### config.mk
export PLATFORM = sky130hd
export DESIGN_NAME = powergate_seq_ctrl
export DESIGN_NICKNAME = d
export VERILOG_FILES = /design/src/rtl/powergate_seq_pkg.sv /design/src/rtl/powergate_ack_sync.sv /design/src/rtl/powergate_seq_ctrl.sv
export SDC_FILE = /design/constraint.sdc
export NUM_CORES = 1
export LEC_CHECK = 0
export ABC_AREA = 1
export CAP_MARGIN = 20
export CORE_MARGIN = 10
export CORE_UTILIZATION = 55
export CTS_CLUSTER_SIZE = 25
export DETAILED_ROUTE_END_ITERATION = 7
export GPL_TIMING_DRIVEN = 0
export PLACE_DENSITY = 0.88
export SLEW_MARGIN = 20
export SYNTH_ARGS = -nofsm -noshare
export SYNTH_HDL_FRONTEND = slang
export SYNTH_SLANG_ARGS = --single-unit
### constraint.sdc
create_clock -name clk_i -period 3.95 [get_ports clk_i]
set_clock_uncertainty 0.1 [all_clocks]
set_input_delay 0.79 -clock clk_i [delete_from_list [all_inputs] [get_ports clk_i]]
set_output_delay 0.79 -clock clk_i [all_outputs]
set_load 0.01 [all_outputs]
### src/rtl/powergate_seq_pkg.sv
// rtl/powergate_seq_pkg.sv - state encoding and per-state control decode for the power-gate sequencer.
package powergate_seq_pkg;

  typedef enum logic [3:0] {
    ON, CLK_OFF, ISO_ON, RST_ON, SW_OFF, OFF, SW_ON, RST_OFF, ISO_OFF, CLK_ON, ERR
  } pg_state_e;

  typedef struct packed {
    logic switch_n;
    logic iso;
    logic rst_n;
    logic clk_en;
  } pg_ctrl_t;

  localparam pg_ctrl_t CTRL_ON      = '{switch_n: 1'b0, iso: 1'b0, rst_n: 1'b1, clk_en: 1'b1};
  localparam pg_ctrl_t CTRL_CLK_OFF = '{switch_n: 1'b0, iso: 1'b0, rst_n: 1'b1, clk_en: 1'b0};
  localparam pg_ctrl_t CTRL_ISO_ON  = '{switch_n: 1'b0, iso: 1'b1, rst_n: 1'b1, clk_en: 1'b0};
  localparam pg_ctrl_t CTRL_RST_ON  = '{switch_n: 1'b0, iso: 1'b1, rst_n: 1'b0, clk_en: 1'b0};
  localparam pg_ctrl_t CTRL_SW_OFF  = '{switch_n: 1'b1, iso: 1'b1, rst_n: 1'b0, clk_en: 1'b0};

  // Power-up mirrors power-down, so each up-step reuses a down-step pattern; ERR freezes.
  function automatic pg_ctrl_t pg_decode(input pg_state_e s, input pg_ctrl_t hold);
    case (s)
      ON, CLK_ON:       pg_decode = CTRL_ON;
      CLK_OFF, ISO_OFF: pg_decode = CTRL_CLK_OFF;
      ISO_ON, RST_OFF:  pg_decode = CTRL_ISO_ON;
      RST_ON, SW_ON:    pg_decode = CTRL_RST_ON;
      SW_OFF, OFF:      pg_decode = CTRL_SW_OFF;
      default:          pg_decode = hold;
    endcase
  endfunction

endpackage

### src/rtl/powergate_ack_sync.sv
// rtl/powergate_ack_sync.sv - two-flop synchronizer for the raw switch acknowledge, resets to 0.
module powergate_ack_sync (
  input  logic clk,
  input  logic rst_n,
  input  logic d,
  output logic q
);

  logic meta;

  always_ff @(posedge clk or negedge rst_n) begin
    if (!rst_n) begin
      meta <= 1'b0;
      q    <= 1'b0;
    end else begin
      meta <= d;
      q    <= meta;
    end
  end

endmodule

### src/rtl/powergate_seq_ctrl.sv
// rtl/powergate_seq_ctrl.sv - power-gate sequencer: clock/iso/reset/switch ordering with ack wait.
// Optional ack timeout and ERR state enabled by POWERGATE_SEQ_TIMEOUT_EN.
module powergate_seq_ctrl
  import powergate_seq_pkg::*;
#(
  parameter int STEP_WAIT   = 2,
  parameter int ACK_TIMEOUT = 64
) (
  input  logic clk_i,
  input  logic rst_ni,
  input  logic pwr_on_req_i,
  input  logic clear_err_i,
  input  logic switch_ack_ni,
  output logic switch_no,
  output logic iso_o,
  output logic dom_rst_no,
  output logic clk_en_o,
  output logic on_o,
  output logic off_o,
  output logic busy_o,
  output logic err_o
);

  localparam int STEP_W = $clog2(STEP_WAIT + 1);
  localparam logic [STEP_W-1:0] STEP_LAST = STEP_W'(STEP_WAIT - 1);

  pg_state_e state_q, state_d, fail_state;
  pg_ctrl_t ctrl_q;
  logic [STEP_W-1:0] step_cnt;
  logic step_done, ack_s, ack_timeout, err_clear;

  powergate_ack_sync u_ack_sync (
    .clk  (clk_i),
    .rst_n(rst_ni),
    .d    (switch_ack_ni),
    .q    (ack_s)
  );

  assign step_done = (step_cnt == STEP_LAST);

`ifdef POWERGATE_SEQ_TIMEOUT_EN
  localparam int ACK_W = $clog2(ACK_TIMEOUT + 1);
  localparam logic [ACK_W-1:0] ACK_LAST = ACK_W'(ACK_TIMEOUT - 1);

  logic [ACK_W-1:0] ack_cnt;
  pg_state_e fail_q;
  logic err_q;

  always_ff @(posedge clk_i or negedge rst_ni) begin
    if (!rst_ni) begin
      ack_cnt <= '0;
      fail_q  <= SW_ON;
      err_q   <= 1'b0;
    end else begin
      if (state_d != state_q) ack_cnt <= '0;
      else if ((state_q == SW_OFF || state_q == SW_ON) && !ack_timeout) ack_cnt <= ack_cnt + 1'b1;
      if (state_d == ERR && state_q != ERR) fail_q <= state_q;
      err_q <= (state_d == ERR);
    end
  end

  assign ack_timeout = (ack_cnt == ACK_LAST);
  assign err_clear   = clear_err_i;
  assign fail_state  = fail_q;
  assign err_o       = err_q;
`else
  logic unused_cfg;
  assign unused_cfg  = clear_err_i | (ACK_TIMEOUT > 0);
  assign ack_timeout = 1'b0;
  assign err_clear   = 1'b0;
  assign fail_state  = ON;
  assign err_o       = 1'b0;
`endif

  always_ff @(posedge clk_i or negedge rst_ni) begin
    if (!rst_ni) state_q <= ON;
    else         state_q <= state_d;
  end

  // A matching ack takes priority over a timeout in the same cycle.
  always_comb begin
    state_d = state_q;
    unique case (state_q)
      ON:      if (!pwr_on_req_i) state_d = CLK_OFF;
      CLK_OFF: if (step_done) state_d = ISO_ON;
      ISO_ON:  if (step_done) state_d = RST_ON;
      RST_ON:  if (step_done) state_d = SW_OFF;
      SW_OFF:  if (ack_s) state_d = OFF;
               else if (ack_timeout) state_d = ERR;
      OFF:     if (pwr_on_req_i) state_d = SW_ON;
      SW_ON:   if (!ack_s) state_d = RST_OFF;
               else if (ack_timeout) state_d = ERR;
      RST_OFF: if (step_done) state_d = ISO_OFF;
      ISO_OFF: if (step_done) state_d = CLK_ON;
      CLK_ON:  if (step_done) state_d = ON;
      ERR:     if (err_clear) state_d = fail_state;
      default: state_d = ON;
    endcase
  end

  // Outputs decode the next state so each action appears on the edge that enters its step.
  always_ff @(posedge clk_i or negedge rst_ni) begin
    if (!rst_ni) begin
      step_cnt <= '0;
      ctrl_q   <= CTRL_ON;
      on_o     <= 1'b1;
      off_o    <= 1'b0;
      busy_o   <= 1'b0;
    end else begin
      if (state_d != state_q) step_cnt <= '0;
      else if (!step_done)    step_cnt <= step_cnt + 1'b1;
      ctrl_q <= pg_decode(state_d, ctrl_q);
      on_o   <= (state_d == ON);
      off_o  <= (state_d == OFF);
      busy_o <= !(state_d == ON || state_d == OFF || state_d == ERR);
    end
  end

  assign switch_no  = ctrl_q.switch_n;
  assign iso_o      = ctrl_q.iso;
  assign dom_rst_no = ctrl_q.rst_n;
  assign clk_en_o   = ctrl_q.clk_en;

endmodule

==> key figures, run 1 <==
Outcome
  – Status: complete, no violations

Drt
  – DR vias: 737
  – DR DRC count: 0
  – Detailed-route wire length per cell: 12.3 um
  – Pre-antenna DRT Iters: 5
  – Iteration-0 DRC Markers: 19
  – Detailed-route vias per instance: 5.15
  – Final wirelength: 1760 um
  – Post-DRT Antenna Nets: 0

GRT
  – Pin count of the biggest net entering global routing: 16
  – Congestion Overflow GR: 0
  – Vias in the first global route: 749
  – Initial antenna violation count: 0
  – First-pass GRT wire length: 3170 um
  – GRT Overall Usage: 11.3%

Clock network
  – # clock sinks: 15
  – CTS Hold Bufs: 0
  – CTS tree: built
  – Setup Buffers After CTS: 0
  – Reg clk slew, reported paths: 0.08 ns
  – Worst-Skew Late Latency: 0.28 ns
  – Bufs on Longest Clock Path: 2
  – # H-tree levels: 1
  – CTS buffer count: 3
  – PostCTS Resize Cnt: 0
  – Clk root buf: clkbuf_4

Hold path
  – Worst min path class: register to register

Yosys
  – Post-synthesis adder-cell area fraction: 1.47%
  – Post-synth net total: 119
  – Post-synthesis sequential area ratio: 44.4%
  – Post-synthesis mux area share: 0%
  – Synth unique cells: 24
  – Mapped cell area: 853 sq um
  – Yosys reg bits: 15
  – Compound-cell area share of the yosys netlist: 4.84%
  – Simple-gate portion of the synthesized area: 35.5%
  – XOR/XNOR share of the synthesized area: 1.03%
  – Area leader, netlist: dfrtp_1
  – Synth Warn #: 0
  – Main combinational cell family by area after synthesis: simple AND/OR/NAND/NOR gates
  – Syn_area_per_cell: 7.55 sq um
  – Post-synth top area share: 35.2%
  – Top post-synthesis cells by area: dfrtp_1, nand2_1, dfstp_2
  – Gate Count Post-Synth: 113

Timing
  – Max-slew violations: 0
  – Slew margin rel.: 56.8%
  – Final setup TNS: 0 ns
  – Final Critical Period: 2.24 ns
  – Final setup fails: 0
  – Fin crit share: 56.6%
  – RSZ-0062 raised after global routing: false
  – Peak Freq: 447 MHz
  – Worst-Margin Slew: 0.646 ns
  – Final Hold Viols: 0

Pwr
  – Leak pwr: 0.501 nW
  – Combinational share of power: 62.2%
  – P_int: 0.000469 W
  – Pwr dens: 879 mW/mm^2
  – Worst vdd rail ir drop: 0.000505 V
  – P_sw: 0.000410 W
  – Clk pwr share: 9.6%
  – Register share of total power: 28.2%
  – Sw frac: 46.7%

Die
  – Core box area: 0.00149 sq mm
  – I/O pins: 13
  – Initial Util: 57.3%
  – Site Rows: 14
  – Die X: 59.4 um
  – Die ar.: 0.00353 sq mm
  – Die height: 59.4 um

Placed design
  – HPWL Detailed: 1390 um
  – Port Buffer Count: 10
  – Routability Congestion: 0.873

Cells and area
  – Ant. Diodes: 0
  – Post-layout util: 67.1%
  – Area Overhead vs Synth: 17.2%
  – # fillers: 121
  – Share of layout cells above drive strength 1: 21.3%
  – Nets: 134

Setup path
  – Worst Setup End Kind: primary output
  – Kind of critical path: register to primary output
  – CP required: 3.06 ns
  – Slowest stage cell, crit path: dfstp_2
  – CP Max Fanout: 2
  – Worst EP arrival: 1.35 ns
  – CP top delay family: flip-flops
  – Startpoint types: register
  – Max incr delay on CP: 0.53 ns
  – CP bufs+invs: 1
  – Critical Path, Cell by Cell: clkdlybuf4s50_1

Flow run
  – Max Cap Violations: 0
metal layers:
layer  track usage (%)  wire (um)  vias up
met5                 0          0        -
met4              5.57         23        0
met3              4.08        117        4
met2              17.7        896       25
met1              13.2        726      338
li1                  -          -      370
cells by family (layout without fill, tap and decap cells):
group           after synthesis  in the layout
compound gates                8              8
xor+xnor                      1              1
fa+ha+maj                     1              1
buf+inv                      23             37
flops                        15             15
other cells                   1              1
simple gates                 64             64
power groups by stage:
| stage | clock [W] | sequential (W) | combinational, W |
|---|---|---|---|
| 6_report | 0.0000845 | 0.000247 | 0.000547 |
| 5_1_grt | 0.0000931 | 0.000253 | 0.000621 |
| 4_1_cts | 0.0000879 | 0.000248 | 0.000548 |
| 3_5_place_dp | 0 | 0.000251 | 0.000546 |
| 3_3_place_gp | 0 | 0.000247 | 0.000517 |
| 2_1_floorplan | 0 | 0.000260 | 0.000388 |
worst reg2reg max path: stages, from the launching register on:
cell	delay, ns
dfrtp_1	0.38
inv_1	0.06
ha_1	0.26
inv_2	0.09
nor2_1	0.18
nand2_1	0.07
nand2_1	0.07
nor2_2	0.06
nor2_1	0.20
nand3_2	0.12
nand2_1	0.10
nor2_2	0.04
per-stage QoR:
stage / setup WS, ns / power, W / std cells / instance area, sq um / hold slack [ns]
floorplan: 2.33 / 0.000648 / 113 / 853 / 0.231
global placement: 1.77 / 0.000764 / 139 / 973 / 0.232
detailed placement: 1.70 / 0.000797 / 139 / 973 / 0.235
CTS: 1.70 / 0.000884 / 143 / 1000 / 0.255
global route: 1.69 / 0.000968 / 143 / 1000 / 0.269
finish: 1.71 / 0.000879 / 143 / 1000 / 0.252
final timing paths:
check	from	end	slack, ns	cells past startpoint
max in group asynchronous	rst_ni	u_ack_sync.q	2.53	1
max reg2reg	step_cnt[1]	busy_o	2.13	11
max	dom_rst_no	dom_rst_no	1.71	1
min reg2reg	u_ack_sync.meta	u_ack_sync.q	0.25	0
min in group asynchronous	rst_ni	state_q[0]	0.80	1
min	u_ack_sync.meta	u_ack_sync.q	0.25	0
Yosys cell counts:
master and count:
a21oi_1 2, buf_4 3, buf_6 1, clkinv_1 1
conb_1 1, dfrtp_1 12, dfstp_2 3, ha_1 1
inv_1 14, inv_2 4, nand2_1 29, nand2_2 4
nand2_4 1, nand3_1 10, nand3_2 1, nand3b_1 1
nor2_1 10, nor2_2 6, nor3_1 1, nor3_2 1
o21ai_0 4, o21ai_1 1, o22ai_1 1, xor2_1 1
layout by cell type (no fill, tap or decap), types with 2 or more instances in the layout:
| cell type | instances |
|---|---|
| nor2_2 | 6 |
| nor2_1 | 10 |
| dfrtp_1 | 12 |
| o21ai_0 | 4 |
| buf_4 | 3 |
| inv_1 | 14 |
| clkbuf_4 | 3 |
| nand3_1 | 10 |
| nand2_2 | 4 |
| a21oi_1 | 2 |
| clkdlybuf4s50_1 | 10 |
| inv_2 | 4 |
| dfstp_2 | 3 |
| nand2_1 | 29 |
state kept, by name (all words and copies together), names as in the netlist:
| register | cells |
|---|---|
| u_ack_sync.q | 1 |
| off_o | 1 |
| u_ack_sync.meta | 1 |
| clk_en_o | 1 |
| state_q | 4 |
| iso_o | 1 |
| switch_no | 1 |
| step_cnt | 2 |
| on_o | 1 |
| dom_rst_no | 1 |
| busy_o | 1 |
area by class of cell:
class	instances	area, sq um	area share (%)
Inverter	19	71.3	7.13
Timing Repair Buffer	10	100	10.0
Buffer	4	33.8	3.38
Tap cell	16	20.0	2.00
Clock buffer	4	26.3	2.63
Sequential cell	15	379	37.9
Multi-Input combinational cell	75	369	36.9
Power figures use the tool's default switching activity.
==> run 2: changes to the inputs <==
CORE_UTILIZATION = 46   (was 55)
PLACE_DENSITY = 0.79   (was 0.88)
clock period = 1.9 ns   (was 3.95 ns; I/O delays follow)
==> run 2 against run 1 <==
Critical path depth unchanged. Worst hold slack gained 0.0060 ns. First-iteration DRC count is 21% higher. Combinational power is 110% higher. Clock-buffer cell count did not move. Highest routed layer unchanged. Non-clock buffer count unchanged. Flip-flop and latch count unchanged. Critical endpoint unchanged. Core utilization shrank 8.9 points. Via count fell by 1.1%. Critical path type unchanged. Largest cell class unchanged. Routed wire length fell by 4.5%. Total power rose by 110%.
==> key figures, run 2 (synthesis gave the netlist of run 1 again) <==
Setup path
  – CP required: 1.42 ns (-1.64 ns)
  – Kind of critical path: register to primary output
  – Worst EP arrival: 1.34 ns (about the same)
  – Worst Setup End Kind: primary output
  – Worst r2r src: step_cnt[0]
  – CP top delay family: flip-flops
  – Critical Path, Cell by Cell: clkdlybuf4s50_1
  – Slowest stage cell, crit path: dfstp_2
  – Startpoint types: register
  – CP Max Fanout: 2 (unchanged)
  – Max incr delay on CP: 0.54 ns (about the same)
  – Internal reg-to-reg setup slack: 0.20 ns (-1.93 ns)
  – Crit path from: dom_rst_no
  – CP bufs+invs: 1 (unchanged)

Drt
  – Detailed-route wire length per cell: 11.1 um (-10%)
  – Iteration-0 DRC Markers: 23 (+4)
  – DR vias: 729 (-1.1%)
  – Detailed-route vias per instance: 4.80 (-6.9%)
  – Pre-antenna DRT Iters: 4 (-1)
  – DR DRC count: 0 (unchanged)
  – Final wirelength: 1680 um (-4.5%)
  – Post-DRT Antenna Nets: 0 (unchanged)

GRT
  – Initial antenna violation count: 0 (unchanged)
  – Pin count of the biggest net entering global routing: 16 (unchanged)
  – Vias in the first global route: 721 (-3.7%)
  – Congestion Overflow GR: 0 (unchanged)
  – GRT met1 Usage: 11.4% (-1.8 points)
  – Met3 usage: 1.77% (-2.3 points)
  – GRT Overall Usage: 9.24% (-2.0 points)
  – First-pass GRT wire length: 3090 um (-2.6%)
  – Met2 Usage GRT: 14.3% (-3.3 points)
  – GRT busiest layer: met2

Hold path
  – HP Start: u_ack_sync.meta
  – Worst min path class: register to register

Pwr
  – Leak pwr: 0.500 nW (-0.23%)
  – Worst vdd rail ir drop: 0.000921 V (+82%)
  – Pwr dens: 1790 mW/mm^2 (+100%)

Die
  – Die X: 63.1 um (+6.2%)
  – Die height: 63.1 um (+6.2%)
  – I/O pins: 13 (unchanged)
  – Initial Util: 48.9% (-8.4 points)
  – Die ar.: 0.00398 sq mm (+13%)
  – Site Rows: 15 (+1)
  – Core box area: 0.00175 sq mm (+17%)

Timing
  – RSZ-0062 raised after global routing: false
  – Peak Freq: 550 MHz
  – Worst-Margin Slew: 0.627 ns (-0.0190 ns)
  – Fin crit share: 95.8%
  – Final Hold Viols: 0 (unchanged)
  – Final Critical Period: 1.82 ns
  – Final setup TNS: 0 ns (unchanged)
  – Hold WS: 0.258 ns (+0.00600 ns)
  – Max-slew violations: 0 (unchanged)
  – Final worst slack: 0.0804 ns (-1.63 ns)
  – Slew margin rel.: 58.1% (+1.3 points)
  – Final setup fails: 0 (unchanged)

Cells and area
  – Share of layout cells above drive strength 1: 22.8% (+1.6 points)
  – Area of the multi-input gates: 374 sq um (+1.4%)
  – Post-layout util: 58.2% (-8.9 points)
  – Commonest non-fill, non-tap cells in the layout: nand2_1, inv_1, dfrtp_1
  – Max reg flops: 4 (unchanged)
  – Largest regs: state_q (4), step_cnt (2)
  – Commonest non-fill, non-tap cell in the layout: nand2_1
  – Register area: 379 sq um (unchanged)
  – Most flops, register: state_q
  – Area Overhead vs Synth: 19.1%
  – Ant. Diodes: 0 (unchanged)
  – Nets: 134 (unchanged)
  – # fillers: 158 (+31%)

Clock network
  – # clock sinks: 15 (unchanged)
  – CTS Hold Bufs: 0 (unchanged)
  – CTS buffer count: 3 (unchanged)
  – Clk root buf: clkbuf_4
  – Bufs on Longest Clock Path: 2 (unchanged)
  – Reg clk slew, reported paths: 0.08 ns (about the same)
  – Setup Buffers After CTS: 0 (unchanged)
  – Worst-Skew Late Latency: 0.27 ns (about the same)
  – # H-tree levels: 1 (unchanged)
  – CTS tree: built

Placed design
  – HPWL Detailed: 1330 um (-3.8%)
  – Setup Slack @ Placement: 0.0941 ns (-1.61 ns)
  – Routability Congestion: 0.882 (+1.1%)
  – Port Buffer Count: 10 (unchanged)

Flow run
  – Max Cap Violations: 0 (unchanged)

Outcome
  – Status: complete, no violations
run 2: changes by cell type in the layout (fill, tap and decap cells not counted):
cell    previous run  this run
ha_1               1         0
ha_2               0         1
nor2_1            10         9
nor2_2             6         7
run 2: what timing repair did:
action,4_1_cts,5_1_grt
endpoints found under the setup margin,0,5
resized for setup,0,2
hold endpoints to repair,0,0
run 2: power breakdown:
part           internal (W)  switching [W]
logic              0.000439       0.000693
registers          0.000461      0.0000538
clock network     0.0000812      0.0000890
run 2: area by class of cell:
| cell class | count | area share, % |
|---|---|---|
| flip-flops and latches | 15 | 37.3 |
| inverters | 19 | 7.02 |
| plain buffers | 4 | 3.33 |
| multi-input cells | 75 | 36.8 |
| clock buffers | 4 | 2.59 |
| repair buffers | 10 | 9.85 |
| well taps | 25 | 3.08 |
run 2: final timing paths:
path / to / cells after the start
min in group asynchronous: state_q[1] / 1
worst min-delay path: u_ack_sync.q / 0
worst max-delay path: dom_rst_no / 1
worst min register to register: u_ack_sync.q / 0
worst max register to register: busy_o / 12
max in group asynchronous: switch_no / 1
run 2: per-layer routing:
| layer | wire length (um) | share of wire [%] |
|---|---|---|
| met5 | 0 | 0 |
| met4 | 55 | 3.3 |
| met3 | 79 | 4.7 |
| met1 | 740 | 44 |
| met2 | 808 | 48 |
run 2: metrics by stage:
step	total power, W	instances	instance area (sq um)
final	0.00182	152	1020
after global routing	0.00202	152	1020
after CTS	0.00182	152	1010
after detailed placement	0.00164	148	985
after global placement	0.00159	148	985
after floorplan	0.00135	113	853
